==> config.mk <==
export PLATFORM = sky130hd
export DESIGN_NAME = insn_retire_counter
export DESIGN_NICKNAME = d
export VERILOG_FILES = /design/src/rtl/insn_retire_counter.sv
export SDC_FILE = /design/constraint.sdc
export NUM_CORES = 1
export LEC_CHECK = 0
export ABC_AREA = 1
export BUFFER_PORTS_ARGS = -buffer_cell sky130_fd_sc_hd__buf_2
export CAP_MARGIN = 20
export CORE_MARGIN = 5
export CORE_UTILIZATION = 33
export DETAILED_ROUTE_END_ITERATION = 10
export PLACE_DENSITY = 0.47
export SLEW_MARGIN = 40
export SYNTH_ARGS = -nofsm -noshare
export SYNTH_HDL_FRONTEND = slang
export SYNTH_SLANG_ARGS = --single-unit
==> constraint.sdc <==
create_clock -name clock -period 2.35 [get_ports clock]
set_input_delay 0.3525 -clock clock [delete_from_list [all_inputs] [get_ports clock]]
set_output_delay 0.3525 -clock clock [all_outputs]
set_load 0.02 [all_outputs]
==> src/rtl/insn_retire_counter.sv <==
// Retired-instruction counter with slow display snapshot
// and a synchronised, debounced display-enable switch.
module insn_retire_counter #(
  parameter int CNT_W           = 32,
  parameter int REFRESH_DIV     = 1_000_000,
  parameter int DEBOUNCE_CYCLES = 500_000,
  parameter int DISP_SHIFT      = 0
) (
  input  logic             clock,
  input  logic             reset,
  input  logic             insn_retired,
  input  logic             clear_count,
  input  logic             switch_raw,
  output logic [CNT_W-1:0] count,
  output logic             overflow,
  output logic [15:0]      display_value,
  output logic             display_en
);

  localparam int RW = $clog2(REFRESH_DIV);
  localparam int DW = $clog2(DEBOUNCE_CYCLES);

  typedef enum logic [1:0] {
    S_LOW,
    S_RISE,
    S_HIGH,
    S_FALL
  } state_t;

  logic [RW-1:0] refresh_cnt;
  logic          refresh_tick;
  logic          sync1;
  logic          sync2;
  logic [DW-1:0] db_cnt;
  logic          db_done;
  state_t        state;

  assign refresh_tick = refresh_cnt == RW'(REFRESH_DIV - 1);
  assign db_done      = db_cnt == DW'(DEBOUNCE_CYCLES - 1);

  always_ff @(posedge clock) begin
    if (reset) begin
      count    <= '0;
      overflow <= 1'b0;
    end else if (clear_count) begin
      count    <= '0;
      overflow <= 1'b0;
    end else if (insn_retired) begin
      count <= count + CNT_W'(1);
      if (&count)
        overflow <= 1'b1;
    end
  end

  // Snapshot uses the pre-edge count, so a same-edge retire is not shown.
  always_ff @(posedge clock) begin
    if (reset || clear_count) begin
      refresh_cnt   <= '0;
      display_value <= '0;
    end else if (refresh_tick) begin
      refresh_cnt   <= '0;
      display_value <= count[DISP_SHIFT +: 16];
    end else begin
      refresh_cnt <= refresh_cnt + RW'(1);
    end
  end

  always_ff @(posedge clock) begin
    if (reset) begin
      sync1 <= 1'b0;
      sync2 <= 1'b0;
    end else begin
      sync1 <= switch_raw;
      sync2 <= sync1;
    end
  end

  always_ff @(posedge clock) begin
    if (reset) begin
      state      <= S_LOW;
      db_cnt     <= '0;
      display_en <= 1'b0;
    end else begin
      display_en <= (state == S_HIGH) || (state == S_FALL);
      unique case (state)
        S_LOW: begin
          if (sync2) begin
            state  <= S_RISE;
            db_cnt <= '0;
          end
        end
        S_RISE: begin
          if (!sync2)
            state <= S_LOW;
          else if (db_done)
            state <= S_HIGH;
          else
            db_cnt <= db_cnt + DW'(1);
        end
        S_HIGH: begin
          if (!sync2) begin
            state  <= S_FALL;
            db_cnt <= '0;
          end
        end
        S_FALL: begin
          if (sync2)
            state <= S_HIGH;
          else if (db_done)
            state <= S_LOW;
          else
            db_cnt <= db_cnt + DW'(1);
        end
        default: state <= S_LOW;
      endcase
    end
  end

endmodule

* Yosys cells after proc, flatten, opt, wreduce, memory -nomap -nowiden
Cells that the tools add are included.
Storage, ports and cells: bits in registers 93, output and inout port bits 50
Operators by class: add/sub/neg operators 3, equal/unequal tests 11, multiplexer cells 13, reduce and logical (&&, ||, !) cells 8
Operators by type and width (count):
- $mux 19 | 5
- $pmux 19 s4 | 1
- $reduce_and 33->1 | 1
- $add 32x1->32 const B | 1
- $add 20x1->20 const B | 1
- $eq 20x20->1 const B | 1
- $add 19x1->19 const B | 1
- $eq 19x19->1 const B | 1
- $mux 2 | 6
- $ne 2x2->1 const B | 4
- $pmux 2 s4 | 1
- $reduce_and 4->1 | 2
- $ne 3x3->1 const B | 2
- $eq 2x2->1 const B | 2
- $reduce_or 2->1 | 2
- $eq 2x1->1 const B | 1
- $logic_not 2->1 | 1
- $logic_or 1x1->1 | 2

* Depth between registers and ports, before layout
depth after elaboration 4, depth in mapped cells 10

* Worst setup path after synthesis
No wires, ideal clock.
path type reg-to-reg, start point register count[0], end point register count[28], arrival time 1.597 ns, required time 2.237 ns, setup slack 0.640 ns, cell stages (with the launch flop) 9, path buffers 0, period minus slack after synthesis 1.710 ns, path through dfxtp_1 ha_1 nand3_1 nor2_1 nand3_1 nor2_1 nand3_1 nor2_1 nor2_1
On the way: cells in the longest elaborated chain, start to end 1
Ends and longest elaborated chain:
- start: declaration | RTL line 14 | output logic [CNT_W-1:0] count,
- start signal: assignment | RTL line 49 | count <= count + CNT_W'(1);
- $add 32x1->32 | RTL line 49
Every way passes these cells. A chain may end at the register's enable or synchronous reset.

* Worst setup path in the final report
start point register count[0], end point register count[30]
The elaborated chain is that of the path after synthesis.

==> results.yml <==
worst_setup_path:
  cp_top_family: "simple AND/OR/NAND/NOR gates"
  crit_arrival_ns: 2.29
  reg2regPathDepth: 9
  crit_buf_inv: 1
  startpoint_type: "register"
  required_ns: 2.64
  cp_slowest_cell: "dfxtp_1"
  rrSetupSlack_ns: 0.36
  cp_max_fo: 8
  worst_r2r_startpoint: "count[0]$_SDFFE_PP0P_"
  end_kind: "register"
  r2r_end: "count[30]$_SDFFE_PP0P_"
  critPathMaxStageDelay_ns: 0.53
  timing.critical_path.cells: "ha_1 -> nand3_1 -> nor2_1 -> nand3_1 -> nor2_1 -> nand3_1 -> nand2_1 -> inv_1 -> nor2_1"
  path_class: "register to register"
worst_hold_path:
  holdPathStages: 3
  min_path_type: "primary input to register"
  hold_end: "sync1$_SDFF_PP0_"
  worstHoldStart: "switch_raw"
cts:
  cts_tree: "done"
  cts_sinks: 93
  root_buffer: "clkbuf_16"
  htree_levels: 3
  clk_pin_slew_ns: 0.07
  post_cts_buffers: 0
  numCtsBuffers: 9
  clock_latency_ns: 0.35
  clockBufferDepth: 2
  post_cts_resized: 0
  cts_hold_buf: 0
routing:
  m1WireLength_um: 5560
  totalWireLength_um: 11800
  avgViaCountPerCell: 4.77
  wl_met3_um: 649
  wl_met2_um: 5400
  drc: 0
  highest_layer: "met4"
  drt_pass1_iterations: 4
  wl_per_cell_um: 12.6
  vias: 4452
  ant_nets: 0
  first_iter_violations: 194
floorplan:
  initial_core_util: 0.334
  chipWidth_um: 128
  core_sq_um: 13800
  die_h_um: 128
  rows: 43
  ios: 55
  dieArea_sq_um: 16500
sta:
  report.final.slew_viol_count: 0
  finalSetupViolations: 0
  worstMarginPinSlew_ns: 0.428
  relSlewSlack: 0.714
  fin_skew_ns: 0.00875
  rsz0062_at_grt: "no"
  fin_crit_sh: 0.849
  max_freq_mhz: 501
  fin_tns_setup_ns: 0
  worst_slack_ns: 0.355
  period_needed_ns: 1.99
  final_hold_viol_count: 0
cells_and_area:
  drive_gt1_frac: 0.118
  layout.area.seq_sq_um: 1860
  n_fill_cell: 1462
  diodes: 0
  syn2layout_area_growth_pct: 16.5
  multi_input_comb_area_sq_um: 2400
  fin_nets: 757
logic_synthesis:
  synth_common_cells: "nand2_1 (166), nor2_1 (130), dfxtp_1 (93)"
  ys_types: 34
  synth_edf_count: 0
  syn_avg_cell_area_sq_um: 6.71
  synth.area.top_cells: "dfxtp_1 (40%), nand2_1 (13%), nor2_1 (11%)"
  yosysTopAreaCell: "dfxtp_1"
  synth_area_sq_um: 4620
  yosysMostFrequentCell: "nand2_1"
  synth_ff_type: "dfxtp_1"
  synth_top_area_frac: 0.403
  synthCells: 689
  ys_warn_count: 0
  synth-seq-cells: 93
  syn_nets: 697
  async_flop_share: 0
  seq_area_frac_synth: 0.403
outcome:
  outcome: "completed"
global_routing:
  grt_usage: 0.150
  grt_pass1_wl_um: 20100
  grt_max_degree: 35
  grt_overflow_total: 0
  antenna_found_initial: 0
  grt_pass1_vias: 4116
place:
  port_buffers: 54
  pre_cts_ws_ns: 0.313
  gp_congestion: 0.834
  dp_hpwl_um: 8830
job:
  maxCapViolations: 0
power_and_ir_drop:
  ir_drop_mv: 0.306
  power.leakage_nw: 2.04
  power.density_nw_per_um2: 568
## power breakdown
group          leakage [nW]  internal, mW  switching, mW  total (mW)
logic                  1.16        0.0168         0.0526      0.0694
clock network         0.136         0.737          0.664        1.40
registers             0.750          1.58        0.00758        1.59
## stage by stage
stage / instances / utilization / hold slack [ns] / total power [mW] / instance area, sq um
floorplan: 689 / - / 0.388 / 1.67 / 4620
global route: 934 / 0.389 / 0.237 / 3.19 / 5390
finish: 934 / 0.389 / 0.222 / 3.06 / 5390
detailed placement: 918 / 0.369 / 0.401 / 1.70 / 5100
CTS: 934 / 0.389 / 0.211 / 3.12 / 5390
global placement: 918 / 0.369 / 0.396 / 1.70 / 5100
## sequential cells by signal, summed over array words and instances, names as in the netlist, 16 cells and up, named ones only
signal         flops
count             32
display_value     16
refresh_cnt       20
db_cnt            19
## tightest hold or removal path, cell delays in order
cell,delay [ns]
buf_2,0.09
inv_1,0.04
nor2_1,0.03
## worst max-delay path by stage
stage                        endpoint  cells past startpoint  slack (ns)             startpoint
6_report       count[30]$_SDFFE_PP0P_                      9        0.36  count[0]$_SDFFE_PP0P_
5_1_grt        count[26]$_SDFFE_PP0P_                      9        0.12  count[0]$_SDFFE_PP0P_
4_1_cts        count[26]$_SDFFE_PP0P_                      9        0.29  count[0]$_SDFFE_PP0P_
3_5_place_dp   count[26]$_SDFFE_PP0P_                      9        0.31  count[0]$_SDFFE_PP0P_
3_3_place_gp   count[28]$_SDFFE_PP0P_                      8        0.28  count[0]$_SDFFE_PP0P_
2_1_floorplan  count[28]$_SDFFE_PP0P_                      8        0.64  count[0]$_SDFFE_PP0P_
## area by class of cell
class / instances / share of cell area
clock buffers: 10 / 0.0425
multi-input cells: 508 / 0.446
inverters: 75 / 0.0523
clock inverters: 6 / 0.00999
flip-flops and latches: 93 / 0.346
repair buffers: 62 / 0.0613
well taps: 180 / 0.0418
## kinds of logic (layout without fill, tap and decap cells)
kind of cell / Yosys count / after routing / share of synthesized area
buffers and inverters: 88 / 153 / 0.0774
DFF: 93 / 93 / 0.403
AOI/OAI and AO/OA: 66 / 66 / 0.0752
adders and majority gates: 3 / 3 / 0.00812
xor gates and xnor gates: 18 / 18 / 0.0341
and+or+nand+nor: 421 / 421 / 0.402
## cells in the final DEF, fill, tap and decap left out, drive strengths merged
| master | synthesis | routed |
|---|---|---|
| a211oi | 1 | 1 |
| a21oi | 47 | 47 |
| and2 | 1 | 1 |
| and3 | 1 | 1 |
| buf | 7 | 62 |
| clkbuf | 6 | 10 |
| clkinv | 1 | 3 |
| clkinvlp | 0 | 1 |
| dfxtp | 93 | 93 |
| ha | 3 | 3 |
| inv | 74 | 77 |
| nand2 | 168 | 168 |
| nand3 | 54 | 54 |
| nand3b | 2 | 2 |
| nand4 | 35 | 35 |
| nor2 | 134 | 134 |
| nor3 | 17 | 17 |
| nor3b | 5 | 5 |
| nor4 | 1 | 1 |
| o21a | 3 | 3 |
| o21ai | 12 | 12 |
| o21bai | 2 | 2 |
| o31ai | 1 | 1 |
| or2 | 3 | 3 |
| xnor2 | 2 | 2 |
| xor2 | 16 | 16 |
## routing by layer
| metal | GRT usage | vias to the layer above |
|---|---|---|
| met3 | 0.0498 | 16 |
| met4 | 0.0468 | 0 |
| li1 | - | 2360 |
| met2 | 0.239 | 84 |
| met1 | 0.192 | 1992 |
| met5 | 0 | - |
No activity file was read; power rests on OpenSTA's default activity.
